$ cat config.mk
export PLATFORM = sky130hd
export DESIGN_NAME = mmio_bus_arbiter
export DESIGN_NICKNAME = d
export VERILOG_FILES = /design/src/rtl/mmio_bus_arbiter.sv
export SDC_FILE = /design/constraint.sdc
export NUM_CORES = 1
export LEC_CHECK = 0
export BUFFER_PORTS_ARGS = -buffer_cell sky130_fd_sc_hd__buf_4
export CELL_PAD_IN_SITES_DETAIL_PLACEMENT = 1
export CELL_PAD_IN_SITES_GLOBAL_PLACEMENT = 1
export CORE_ASPECT_RATIO = 1.2
export CORE_UTILIZATION = 33
export CTS_CLUSTER_DIAMETER = 150
export DETAILED_ROUTE_END_ITERATION = 12
export GPL_ROUTABILITY_DRIVEN = 1
export PLACE_DENSITY_LB_ADDON = 0.1
export SYNTH_ARGS = -nofsm -noshare
export SYNTH_HDL_FRONTEND = slang
export SYNTH_SLANG_ARGS = --single-unit
export TNS_END_PERCENT = 50
$ cat constraint.sdc
create_clock -name clk -period 2.42 [get_ports clk]
set_input_delay 0.121 -clock clk [delete_from_list [all_inputs] [get_ports clk]]
set_output_delay 0.121 -clock clk [all_outputs]
set_load 0.01 [all_outputs]
$ cat src/rtl/mmio_bus_arbiter.sv
// Two-master round-robin arbiter driving a single APB-style MMIO bus.
// One transfer at a time: SETUP, ACCESS (waits on pready or times out), then RESP.
module mmio_bus_arbiter #(
  parameter int TIMEOUT = 16
) (
  input  logic        clk,
  input  logic        reset,
  input  logic        m0_req,
  input  logic        m0_write,
  input  logic [31:0] m0_addr,
  input  logic [31:0] m0_wdata,
  input  logic        m1_req,
  input  logic        m1_write,
  input  logic [31:0] m1_addr,
  input  logic [31:0] m1_wdata,
  output logic        m0_done,
  output logic        m0_err,
  output logic [31:0] m0_rdata,
  output logic        m1_done,
  output logic        m1_err,
  output logic [31:0] m1_rdata,
  output logic [31:0] paddr,
  output logic [31:0] pwdata,
  output logic        pwrite,
  output logic [3:0]  psel,
  output logic        penable,
  input  logic        pready,
  input  logic [31:0] prdata
);

  localparam int CNT_W = $clog2(TIMEOUT + 1);

  typedef enum logic [1:0] {S_IDLE, S_SETUP, S_ACCESS, S_RESP} state_t;

  state_t           r_state;
  state_t           w_state_nxt;
  logic             r_last;
  logic             r_gnt_id;
  logic [CNT_W-1:0] r_cnt;

  logic [31:0] r_paddr;
  logic [31:0] r_pwdata;
  logic        r_pwrite;
  logic [3:0]  r_psel;
  logic        r_penable;
  logic        r_m0_done;
  logic        r_m0_err;
  logic [31:0] r_m0_rdata;
  logic        r_m1_done;
  logic        r_m1_err;
  logic [31:0] r_m1_rdata;

  logic        w_any_req;
  logic        w_winner;
  logic [31:0] w_addr;
  logic [31:0] w_wdata;
  logic        w_write;
  logic        w_timeout;
  logic        w_acc_end;
  logic [31:0] w_rdata_cap;

  always_comb begin
    w_any_req = m0_req | m1_req;
    // On a tie the master that was not served last wins.
    w_winner  = m1_req;
    if (m0_req && m1_req) begin
      w_winner = ~r_last;
    end
    w_addr      = w_winner ? m1_addr  : m0_addr;
    w_wdata     = w_winner ? m1_wdata : m0_wdata;
    w_write     = w_winner ? m1_write : m0_write;
    w_timeout   = !pready && (r_cnt == CNT_W'(TIMEOUT - 1));
    w_acc_end   = pready || w_timeout;
    w_rdata_cap = (pready && !r_pwrite) ? prdata : 32'd0;

    w_state_nxt = r_state;
    case (r_state)
      S_IDLE:   if (w_any_req) w_state_nxt = S_SETUP;
      S_SETUP:  w_state_nxt = S_ACCESS;
      S_ACCESS: if (w_acc_end) w_state_nxt = S_RESP;
      S_RESP:   w_state_nxt = S_IDLE;
      default:  w_state_nxt = S_IDLE;
    endcase
  end

  always_ff @(posedge clk) begin
    if (reset) begin
      r_state <= S_IDLE;
    end else begin
      r_state <= w_state_nxt;
    end
  end

  always_ff @(posedge clk) begin
    if (reset) begin
      r_last     <= 1'b1;
      r_gnt_id   <= 1'b0;
      r_cnt      <= '0;
      r_paddr    <= '0;
      r_pwdata   <= '0;
      r_pwrite   <= 1'b0;
      r_psel     <= '0;
      r_penable  <= 1'b0;
      r_m0_done  <= 1'b0;
      r_m0_err   <= 1'b0;
      r_m0_rdata <= '0;
      r_m1_done  <= 1'b0;
      r_m1_err   <= 1'b0;
      r_m1_rdata <= '0;
    end else begin
      r_m0_done <= 1'b0;
      r_m1_done <= 1'b0;
      case (r_state)
        S_IDLE: begin
          if (w_any_req) begin
            r_gnt_id <= w_winner;
            r_paddr  <= w_addr;
            r_pwdata <= w_wdata;
            r_pwrite <= w_write;
            r_psel   <= 4'b0001 << w_addr[9:8];
          end
        end
        S_SETUP: begin
          r_penable <= 1'b1;
          r_cnt     <= '0;
        end
        S_ACCESS: begin
          r_cnt <= r_cnt + CNT_W'(1);
          // Only the granted master's response registers are touched.
          if (w_acc_end) begin
            r_psel    <= '0;
            r_penable <= 1'b0;
            if (r_gnt_id) begin
              r_m1_done  <= 1'b1;
              r_m1_err   <= w_timeout;
              r_m1_rdata <= w_rdata_cap;
            end else begin
              r_m0_done  <= 1'b1;
              r_m0_err   <= w_timeout;
              r_m0_rdata <= w_rdata_cap;
            end
          end
        end
        S_RESP: begin
          r_last <= r_gnt_id;
          r_cnt  <= '0;
        end
        default: ;
      endcase
    end
  end

  assign paddr    = r_paddr;
  assign pwdata   = r_pwdata;
  assign pwrite   = r_pwrite;
  assign psel     = r_psel;
  assign penable  = r_penable;
  assign m0_done  = r_m0_done;
  assign m0_err   = r_m0_err;
  assign m0_rdata = r_m0_rdata;
  assign m1_done  = r_m1_done;
  assign m1_err   = r_m1_err;
  assign m1_rdata = r_m1_rdata;

endmodule

==> results of run 1 <==
sequential cells by signal, summed over array words and instances, names as in the netlist, 2 cells and up:
signal,count
psel,4
r_state,2
m0_rdata,32
r_cnt,5
paddr,32
m1_rdata,32
pwdata,32
worst paths after layout:
check	start	cells after the start	endpoint
max	r_state[0]	7	paddr[2]
min	m0_addr[15]	3	paddr[15]
max reg2reg	r_state[0]	7	paddr[2]
min reg2reg	m1_rdata[31]	2	m1_rdata[31]
stage by stage:
step / total power (uW) / util
5_1_grt: 10370 / 0.5806
2_1_floorplan: 5096 / -
6_report: 9812 / 0.5806
3_3_place_gp: 6404 / 0.4668
4_1_cts: 9705 / 0.5786
3_5_place_dp: 6445 / 0.4668
cells in the final DEF (no fill, tap or decap), types with 2 or more instances in the layout:
cell type	instances
clkinv_2	3
nand3_1	33
a21oi_1	75
ha_1	6
nor3b_1	2
inv_1	5
nor2_1	61
mux2i_1	5
buf_12	6
dlygate4sd3_1	156
o32ai_1	2
buf_4	320
inv_6	6
a31oi_1	14
nor3_1	6
nor2b_1	3
o21ai_0	45
dfxtp_1	146
o21ai_1	4
nand2_2	20
nand4b_1	33
inv_8	2
a311oi_2	26
a311oi_1	25
a32o_1	2
nand2_1	150
clkbuf_16	17
clkinv_4	2
nand2b_1	4
power by group:
part	total, uW	leakage (uW)	internal, uW	switching [uW]
Sequential	3180	0.00120	2890	291
Combinational	4030	0.00330	2040	1990
Clock	2600	0.000283	1450	1150
layout make-up:
type,count,share of cell area
Clock buffer,17,0.03844
Clock inverter,15,0.01311
Inverter,5,0.001696
Multi-Input combinational cell,535,0.2828
Sequential cell,147,0.2660
Tap cell,256,0.02894
Timing Repair Buffer,482,0.3690
logic make-up after synthesis:
family / count (synthesis) / share of synthesized area
AO/OA/AOI/OAI: 201 / 0.2206
XOR/XNOR: 1 / 0.001350
adder cells (fa/ha/maj): 6 / 0.01157
buffers and inverters: 81 / 0.06902
flip-flops: 147 / 0.4534
multiplexers: 5 / 0.007712
AND/OR/NAND/NOR: 321 / 0.2364
per-layer routing:
metal	vias to the layer above	routed length (um)	part of all wire
li1	3539	-	-
met1	3506	9807	0.39
met2	215	13240	0.52
met3	45	1591	0.063
met4	0	752	0.030
met5	-	0	0
what timing repair did:
action / in CTS / in global routing
hold buffers: 156 / 0
hold endpoints to repair: 124 / 0
gates resized for setup: 0 / 0
setup buffers: 0 / 4
setup endpoints to repair: 0 / 47
worst max-delay path, stage by stage (launching register included):
cell           delay [ps]
dfxtp_1               360
inv_1                 100
ha_1                  240
o21a_4                240
buf_12                240
nor2_1                 90
a311oi_1              300
dlygate4sd3_1         590
==> flow_summary.toml, run 1 <==
[run_status]
status = "complete, no violations"

[worst_setup_path]
critPathLaunchType = "flip-flop"
crit_fanout = 50
timing.reg2reg.setup_slack_ps = 190
required_ps = 2790
critPathKind = "reg2reg"
end_kind = "flip-flop"
cp.arrival_ps = 2600

[route]
wl_per_cell_um = 17.43
first_pass_iters = 5
num_vias = 7305
dr.first_iter.drc_count = 270
drt_wl_total_um = 25390
ant_nets = 0
drc = 0
avgViaCountPerCell = 5.014

[timing]
slew_violations = 0
tns_ps = 0
relSlewSlack = 0.6357
worst_pin_slew_ps = 545.9
rsz0062_at_grt = "no"
report.final.hold_viol_count = 0
setup_violations = 0
setup_ws_ps = 187.1
max_clock_freq_mhz = 447.8
fin_crit_ps = 2233
finClkSkew_ps = 9.061
hold_slack_ps = 14.87
timing.final.crit_share = 0.9227

[finish]
multi_input_area_sq_um = 3131
final-seq-area_sq_um = 2944
diodes = 0
n_fill_cell = 2229
drive_above_1_share = 0.3447
finalNonFillerCells = 1457
nets = 1361
area_growth_pct = 70.54
fin_area_sq_um = 11070

[clocking]
clk_pin_slew_ps = 70
clock-root-buffer = "clkbuf_16"
cts_buffers = 17
htree_levels = 4
clock-sinks = 147
cts_tree = "built"
clkLatencyLatePin_ps = 430
cts_buffer_depth = 2

[synthesis]
synth_top_cell_by_area = "dfxtp_1"
postSynth.asyncResetShare = 0
synth-edff-count = 0
avgSynthCellArea_sq_um = 8.517
synth_seq_cells = 147
netlist_area_sq_um = 6490
synthFlopType = "dfxtp_1"
synth_nets = 935
synth_most_common_cell = "nand2_1"
syn_inst = 762
synth_commonest_cells = "nand2_1 (150), dfxtp_1 (147), a21oi_1 (75)"
yosys.area.top_type_share = 0.4534
synth_seq_area_share = 0.4534
synthDistinctLibCells = 43
ys_top_cells_by_area = "dfxtp_1 (45%), nand2_1 (8.7%), a311oi_2 (6.0%)"
ys_warn_count = 0

[global_routing]
grt_max_degree = 94
antenna_found_initial = 0
grt_usage = 0.2482
grt_util_met2 = 0.4460
grt_pass1_vias = 7855
met3_usage = 0.07407
grt_overflow = 0
top_usage_layer = "met2"
grt_util_met1 = 0.2675
grt_pass1_wl_um = 39340

[placed_design]
place_congestion = 0.7609
post-place-ws_ps = 383.3
dp_hpwl_um = 15280
dp_cells = 1264
dpl_cell_area_sq_um = 8897
portBuffers = 304

[job]
max_cap_viol_count = 0

[floorplan]
die_area_sq_um = 20230
fp.dieH_um = 155.6
die_width_um = 130.0
num_rows = 55
coreArea_sq_um = 19060
start_util = 0.3405
pin_count = 305

[power]
leakage_uw = 0.004782
ir_drop_v = 0.0005507
power_density_nw_per_um2 = 886.5

[min_path]
min_path_type = "in2reg"
Note: power is estimated with default switching activity, not from simulation.
==> run 2, diff against run 1 <==
- ABC_CLOCK_PERIOD_IN_PS: default -> 2420
- HOLD_SLACK_MARGIN: default -> 0.15
==> flow_summary.toml, run 2 (synthesis gave the netlist of run 1 again) <==
[run_status]
status = "complete, no violations"

[global_routing]
grt_pass1_wl_um = 40530
grt_max_degree = 94
grt_usage = 0.2567
antenna_found_initial = 0
grt_pass1_vias = 7965
grt_overflow = 0

[worst_setup_path]
critPathLaunchType = "flip-flop"
required_ps = 2790
cp.arrival_ps = 2670
critPathBufInv = 3
critPathKind = "reg2reg"
crit_fanout = 50
reg2reg_from = "r_state[0]"
cpPeakStageDelay_ps = 610
reg2reg_to = "paddr[2]"
end_kind = "flip-flop"
crit_chain = "inv_1 > ha_1 > o21a_4 > buf_12 > nor2_1 > a311oi_1 > dlygate4sd3_1"
cp_slowest_cell = "dlygate4sd3_1"
r2r_cells = 7
timing.reg2reg.setup_slack_ps = 120
cp_top_family = "buffers and inverters"

[placed_design]
dp_hpwl_um = 15280
place_congestion = 0.7609
portBuffers = 304
dp_cells = 1264
dpl_cell_area_sq_um = 8897

[route]
avgViaCountPerCell = 5.059
wl_per_cell_um = 17.92
num_vias = 7412
ant_nets = 0
drc = 0
first_pass_iters = 5
dr.first_iter.drc_count = 267
drt_wl_total_um = 26250

[timing]
relSlewSlack = 0.6367
report.final.hold_viol_count = 0
timing.final.crit_share = 0.9520
max_clock_freq_mhz = 434.1
rsz0062_at_grt = "no"
setup_violations = 0
fin_crit_ps = 2304
worst_pin_slew_ps = 544.3
hold_slack_ps = 184.9
finClkSkew_ps = 10.45
tns_ps = 0
slew_violations = 0

[min_path]
min_to = "r_state[1]"
worstHoldPathCells = 4
min_path_type = "in2reg"
hp-start = "m1_req"

[clocking]
clock-root-buffer = "clkbuf_16"
clock-sinks = 147
cts_buffers = 17
clk_pin_slew_ps = 70
cts_buffer_depth = 2
postCtsResizedCells = 0
htree_levels = 4
clkLatencyLatePin_ps = 430
cts_tree = "built"

[power]
finalPower_uw = 9882
leakage_uw = 0.004821
power_density_nw_per_um2 = 886.0
ir_drop_v = 0.0005531

[finish]
mostFrequentLayoutCell = "buf_4"
diodes = 0
finalNonFillerCells = 1465
final-seq-area_sq_um = 2944
area_growth_pct = 71.85
nets = 1369
drive_above_1_share = 0.3408
fin_area_sq_um = 11150
n_fill_cell = 2234
mostFrequentLayoutCells = "buf_4 (318), dlygate4sd3_1 (166), nand2_1 (150)"
multi_input_area_sq_um = 3131

[floorplan]
die_area_sq_um = 20230
num_rows = 55
start_util = 0.3405
fp.dieH_um = 155.6
coreArea_sq_um = 19060
pin_count = 305
die_width_um = 130.0

[job]
max_cap_viol_count = 0
run 2: cell types whose count changed in the layout (fill, tap and decap cells not counted), sizes merged:
cell / delta
dlygate4sd3: +10
buf: -2
run 2: stage by stage:
| stage | worst slack [ps] | util |
|---|---|---|
| after floorplan | 668.1 | - |
| after global placement | 453.2 | 0.4668 |
| after detailed placement | 383.3 | 0.4668 |
| after CTS | 51.21 | 0.5839 |
| after global routing | 28.50 | 0.5851 |
| final | 116.1 | 0.5851 |
run 2: repair_timing:
action | in CTS | in global routing
hold buffers | 166 | 0
endpoints found under the hold margin | 134 | 0
setup buffers | 0 | 2
setup endpoints to repair | 0 | 50
run 2: worst reg2reg max path, delay by kind of cell (launching register included):
kind	cells	cell delay [ps]
fa+ha+maj	1	240
flops	1	360
buf+inv	3	950
compound gates	2	590
simple gates	1	110
run 2: worst max-delay path by stage:
| stage | cells after the start | end | from |
|---|---|---|---|
| global route | 7 | paddr[2] | r_state[0] |
| floorplan | 8 | m0_rdata[13] | r_cnt[0] |
| global placement | 7 | m1_rdata[10] | r_cnt[0] |
| CTS | 7 | paddr[27] | r_state[0] |
| detailed placement | 7 | m1_rdata[3] | r_cnt[0] |
| finish | 7 | paddr[2] | r_state[0] |
run 2: where the power goes:
group	switching (uW)	internal (uW)	total, uW
Sequential	298	2890	3190
Combinational	2040	2050	4090
Clock	1160	1450	2600
run 2: final cells by class:
cell class | instances | share of cell area
Clock inverter | 15 | 0.01301
Inverter | 5 | 0.001683
Clock buffer | 17 | 0.03814
Tap cell | 256 | 0.02872
Timing Repair Buffer | 490 | 0.3738
Sequential cell | 147 | 0.2640
Multi-Input combinational cell | 535 | 0.2807
run 2: routing by layer:
metal	routed length [um]	GRT usage
met5	0	0
met4	808	0.1074
met3	1621	0.07064
met2	13710	0.4620
met1	10110	0.2783
